--- config.mk ---
export PLATFORM = sky130hd
export DESIGN_NAME = alu_arbiter
export DESIGN_NICKNAME = d
export VERILOG_FILES = /design/src/rtl/alu_arbiter.sv
export SDC_FILE = /design/constraint.sdc
export NUM_CORES = 1
export LEC_CHECK = 0
export CORE_AREA = 2 2 136 138
export DETAILED_ROUTE_END_ITERATION = 10
export DIE_AREA = 0 0 138 140
export GPL_ROUTABILITY_DRIVEN = 0
export PLACE_DENSITY_LB_ADDON = 0.3
export SLEW_MARGIN = 20
export SYNTH_ARGS = -nofsm -noshare
export SYNTH_HDL_FRONTEND = slang
export SYNTH_SLANG_ARGS = --single-unit
--- constraint.sdc ---
create_clock -name clk_i -period 1.45 [get_ports clk_i]
set_input_delay 0.29 -clock clk_i [delete_from_list [all_inputs] [get_ports clk_i]]
set_output_delay 0.29 -clock clk_i [all_outputs]
set_load 0.1 [all_outputs]
--- src/rtl/alu_arbiter.sv ---
// alu_arbiter: shares one rv32i ALU between two requesters.
// Optional round-robin arbitration via `ALU_ARB_RR_EN (default: fixed priority, req0 first).
// Ports:
//   clk_i, reset_i (async, active-high)
//   req0_* / req1_* : valid/ready request side (opcode, cmp opcode, operands)
//   rsp0_* / rsp1_* : valid/ready response side; shared rsp_result_o/rsp_cmp_o
//   alu_*           : operand/opcode/clock-enable to the ALU, registered result back
module alu_arbiter #(
  parameter int C_XLEN    = 32,
  parameter int C_ALUOP_W = 4
) (
  input  logic                 clk_i,
  input  logic                 reset_i,

  input  logic                 req0_valid_i,
  output logic                 req0_ready_o,
  input  logic [C_ALUOP_W-1:0] req0_opcode_i,
  input  logic [2:0]           req0_cmp_opcode_i,
  input  logic [C_XLEN-1:0]    req0_left_i,
  input  logic [C_XLEN-1:0]    req0_right_i,

  input  logic                 req1_valid_i,
  output logic                 req1_ready_o,
  input  logic [C_ALUOP_W-1:0] req1_opcode_i,
  input  logic [2:0]           req1_cmp_opcode_i,
  input  logic [C_XLEN-1:0]    req1_left_i,
  input  logic [C_XLEN-1:0]    req1_right_i,

  output logic                 rsp0_valid_o,
  input  logic                 rsp0_ready_i,
  output logic                 rsp1_valid_o,
  input  logic                 rsp1_ready_i,
  output logic [C_XLEN-1:0]    rsp_result_o,
  output logic                 rsp_cmp_o,

  output logic                 alu_clk_en_o,
  output logic [C_ALUOP_W-1:0] alu_opcode_o,
  output logic [2:0]           alu_cmp_opcode_o,
  output logic [C_XLEN-1:0]    alu_left_o,
  output logic [C_XLEN-1:0]    alu_right_o,
  output logic [C_XLEN-1:0]    alu_cmp_left_o,
  output logic [C_XLEN-1:0]    alu_cmp_right_o,
  input  logic [C_XLEN-1:0]    alu_result_i,
  input  logic                 alu_cmp_i
);

  logic pend_q, pend_d;
  logic owner_q, owner_d;
  logic last_q, last_d;

  logic rsp_take;
  logic issue_ok;
  logic grant;
  logic fire;

  always_comb begin
    rsp_take = pend_q & (owner_q ? rsp1_ready_i : rsp0_ready_i);
    // A held response occupies the ALU output register, so a new op may
    // only issue when nothing is pending or the pending one leaves now.
    issue_ok = ~pend_q | rsp_take;
`ifdef ALU_ARB_RR_EN
    grant = (req0_valid_i & req1_valid_i) ? ~last_q : ~req0_valid_i;
`else
    grant = ~req0_valid_i;
`endif
    req0_ready_o = ~reset_i & issue_ok & ~grant & req0_valid_i;
    req1_ready_o = ~reset_i & issue_ok &  grant & req1_valid_i;
    fire = req0_ready_o | req1_ready_o;
  end

  always_comb begin
    alu_opcode_o     = req0_opcode_i;
    alu_cmp_opcode_o = req0_cmp_opcode_i;
    alu_left_o       = req0_left_i;
    alu_right_o      = req0_right_i;
    if (grant) begin
      alu_opcode_o     = req1_opcode_i;
      alu_cmp_opcode_o = req1_cmp_opcode_i;
      alu_left_o       = req1_left_i;
      alu_right_o      = req1_right_i;
    end
    alu_cmp_left_o  = alu_left_o;
    alu_cmp_right_o = alu_right_o;
  end

  // The ALU only clocks on an issue, which keeps its result stable
  // while a response is back-pressured.
  assign alu_clk_en_o = fire;

  always_comb begin
    pend_d  = pend_q;
    owner_d = owner_q;
    last_d  = last_q;
    if (fire) begin
      pend_d  = 1'b1;
      owner_d = grant;
      last_d  = grant;
    end else if (rsp_take) begin
      pend_d  = 1'b0;
    end
  end

  always_ff @(posedge clk_i or posedge reset_i) begin
    if (reset_i) begin
      pend_q  <= 1'b0;
      owner_q <= 1'b0;
      last_q  <= 1'b1;
    end else begin
      pend_q  <= pend_d;
      owner_q <= owner_d;
      last_q  <= last_d;
    end
  end

  assign rsp0_valid_o = pend_q & ~owner_q;
  assign rsp1_valid_o = pend_q &  owner_q;
  assign rsp_result_o = alu_result_i;
  assign rsp_cmp_o    = alu_cmp_i;

endmodule
Yosys cells after proc, flatten, opt, wreduce, memory -nomap -nowiden
Index checks and enable logic that the tools add are counted.

Equality and inequality tests: 0. Div/mod/pow operators: 0. $add $sub $neg: 0. Multiplexer cells: 7. Reduce and logical (&&, ||, !) cells: 1. Shift-type cells: 0. Multipliers: 0. Bitwise gates (word level): 14. Order comparisons: 0.

Operators by type and width (number): two-way mux 32 bit (2); AND 1 bit (8); two-way mux 4 bit (1); inverter 1 bit (4); two-way mux 1 bit (3); two-way mux 3 bit (1); OR 1 bit (2); nonzero test 2 bit (1).

Memories: 0. Latch bits: 0. Output and inout port bits: 173. Register bits after elaboration: 2. Bits in writable memories: 0. Input bits: 181. ROM bits: 0.

Logic depth before layout (Yosys ltp)
Word-level depth: 8. Gate-level depth with buffers: 4. Depth with buffers taken out: 3.

Least setup slack after synthesis
OpenSTA, ideal clock, no wires.

Path type: register to output. From: register owner_q. To: output port req1_ready_o. Slack: -1.227 ns. Buffers on the path: 0. Arrival time: 2.387 ns. Cell stages (with the launch flop): 4. Cell sequence: dfrtp_1 mux2i_1 and2_1 nor4b_2.

Cells in the longest elaborated chain, start to end: 6.

RTL lines: from (decl) (RTL line 48) `logic owner_q, owner_d;`; from (signal assigned) (RTL line 110) `owner_q <= owner_d;`; two-way mux 1 bit (RTL line 57) `rsp_take = pend_q & (owner_q ? rsp1_ready_i : rsp0_ready_i);`; AND 1 bit (RTL line 57); OR 1 bit (RTL line 60) `issue_ok = ~pend_q | rsp_take;`; AND 1 bit (3 in series) (RTL line 67) `req1_ready_o = ~reset_i & issue_ok & grant & req1_valid_i;`; to (decl) (RTL line 23) `output logic req1_ready_o,`.

Every way passes these cells.

Final worst setup path
Same ends and word-level chain as after synthesis.

==> results.cfg <==
[sta]
setup_ws_ps = -339.0
worst_clock_skew_ps = 1.257
setup_viol = 39
max_freq_ghz = 0.5590
hold_viol_final = 0
max_slew_margin_pct = 79.40
holdWs_ps = 452.2
layout_min_cycle_time_ps = 1789
rsz0062_at_grt = yes
setup_tns_ps = -1469
drv_slew = 0
timing.final.crit_share_pct = 123.4
worst_pin_slew_ps = 307.6

[grt]
grt_pass1_wl_mm = 13.74
antenna_found_initial = 0
gr-total-overflow = 0
grt_max_degree = 8
grt_pass1_vias = 2351
grt_use_total_pct = 9.130

[logic_synthesis]
synth_top_family_by_area = multiplexers
seq_area_frac_synth_pct = 2.611
yosys.area.top_type = buf_4
synth_top_area_share_pct = 37.99
postSynthCellCount = 192
muxShareOfSynthArea_pct = 51.24
synth_fp_nets = 373
synth_warnings = 0
synth_compound_area_share_pct = 0.9138
synthSimpleGateAreaFrac_pct = 3.003
synth_xor_area_share_pct = 0
ys_seq_elements = 2
synth_area_um2 = 1917
avgSynthCellArea_um2 = 9.984
synthAdderAreaFrac_pct = 0
ys_types = 17
synthTopCellsByArea = buf_4 38%, mux2_4 36%, mux2_2 15%

[clocking]
clock-sinks = 2
cts_tree = done
htreeDepth = 1
clockRootBuffer = clkbuf_16
cts_hold_buffers = 0
cts_buffers = 3
clk_latency_ps = 220
clk_path_buf_depth = 2
path_clk_slew_ps = 30

[drt]
drt-wirelength-per-cell_um = 15.24
num_vias = 2143
dr.pass1.iters = 2
wl_mm = 9.604
drt_iter0_markers = 10
detail-route-antenna-nets = 0
drc = 0
vias_per_cell = 3.402

[final_layout]
stdcell_area_um2 = 6152
final_common_cell = buf_12
fin_util_pct = 34.60
antenna_cells = 0
drive_above_1_share_pct = 61.35
layout.nets = 584
area_growth_pct = 221.0
layout_common_cells = 140 x buf_12, 83 x dlygate4sd2_1, 71 x mux2_4

[power]
switching_share_pct = 57.16
pwr-share-comb_pct = 90.6
powerDensity_nw_per_um2 = 843.5
seqPwrFrac_pct = 1.4
switchingPower_uw = 2966
peakVddDrop_mv = 0.3690
pwr-share-clk_pct = 7.9
leakage_uw = 0.003123
p_int_uw = 2223

[floorplan]
start_util_pct = 10.78
core_um2 = 17780
fp.dieArea_um2 = 19320
fp-row-count = 49
die_w_um = 138
io_pins = 354
fp.dieH_um = 140

[placement]
dpl.hpwl_mm = 8.072
dpl_cell_area_um2 = 5889
portBuffers = 287

[critical_path]
path_class = register to output port
crit_path_start_kind = register
end_kind = output port
cp_max_fo = 2
arrival_ps = 1500
cp.required_ps = 1160

[worst_hold_path]
holdCritPathClass = primary input to register

[outcome]
status = finished with violations
violations = setup timing

[run]
drv_cap = 0
cells in the mapped netlist:
library cell and number:
a31oi_1 2, and2_1 2, and3_1 1, buf_2 2, buf_4 97, buf_6 6
dfrtp_1 2, inv_1 1, mux2_2 25, mux2_4 46, mux2i_1 1, nand2_1 2
nand2b_1 1, nor2_1 1, nor2b_1 1, nor4b_2 1, o21ai_1 1
cells by family after synthesis:
family                 Yosys count
buffers and inverters          106
AO/OA/AOI/OAI                    3
AND/OR/NAND/NOR                  9
multiplexers                    72
flip-flops                       2
path summary, 6_finish.rpt:
check / end / cells after the start / start / slack [ps]
worst min register to register: owner_q / 4 / pend_q / 800
worst min-delay path: owner_q / 3 / req0_valid_i / 450
min in group asynchronous: pend_q / 3 / reset_i / 480
max in group asynchronous: owner_q / 3 / reset_i / 870
worst max-delay path: req1_ready_o / 4 / owner_q / -340
worst max register to register: owner_q / 5 / owner_q / 160
power by group through the flow:
stage	logic, uW	clock network, uW	registers [uW]
global placement	4700	0	73.2
global route	4810	423	75.1
finish	4700	413	74.7
floorplan	3730	0	74.8
detailed placement	4720	0	74.0
CTS	4780	417	73.8
flip-flops by register name, summed over array words and instances (netlist names):
signal   flops
owner_q      1
pend_q       1
worst max-delay path, cell delays in order (launching register included):
cell and delay, ps:
dfrtp_1 400, mux2i_2 180, and2_4 180, nor4b_4 300
buf_12 220
what timing repair did:
item / in CTS / in global routing
gates cloned: 7 / 0
pin swaps: 2 / 4
buffers inserted: 9 / 2
gates resized for setup: 114 / 37
endpoints found under the setup margin: 139 / 129
routing by layer:
| layer | up-vias | global-route usage [%] | routed length [um] |
|---|---|---|---|
| li1 | 973 | - | - |
| met1 | 973 | 9.294 | 3237 |
| met3 | 11 | 2.598 | 897 |
| met5 | - | 0 | 0 |
| met2 | 186 | 18.55 | 5404 |
| met4 | 0 | 1.504 | 64 |
cell type report:
class,instances,area [um2]
clock buffers,3,75.07
fillers,1751,11630
inverters,1,3.754
multi-input cells,84,1189
flip-flops and latches,2,50.05
well taps,229,286.5
repair buffers,311,4548
through the flow:
step	worst slack, ps	power, uW	std cells
2_1_floorplan	-596.2	3805	192
3_3_place_gp	-344.2	4775	616
3_5_place_dp	-408.6	4794	616
4_1_cts	-331.5	5267	635
5_1_grt	-362.8	5305	630
6_report	-339.0	5190	630
No activity file was read; power rests on OpenSTA's default activity.
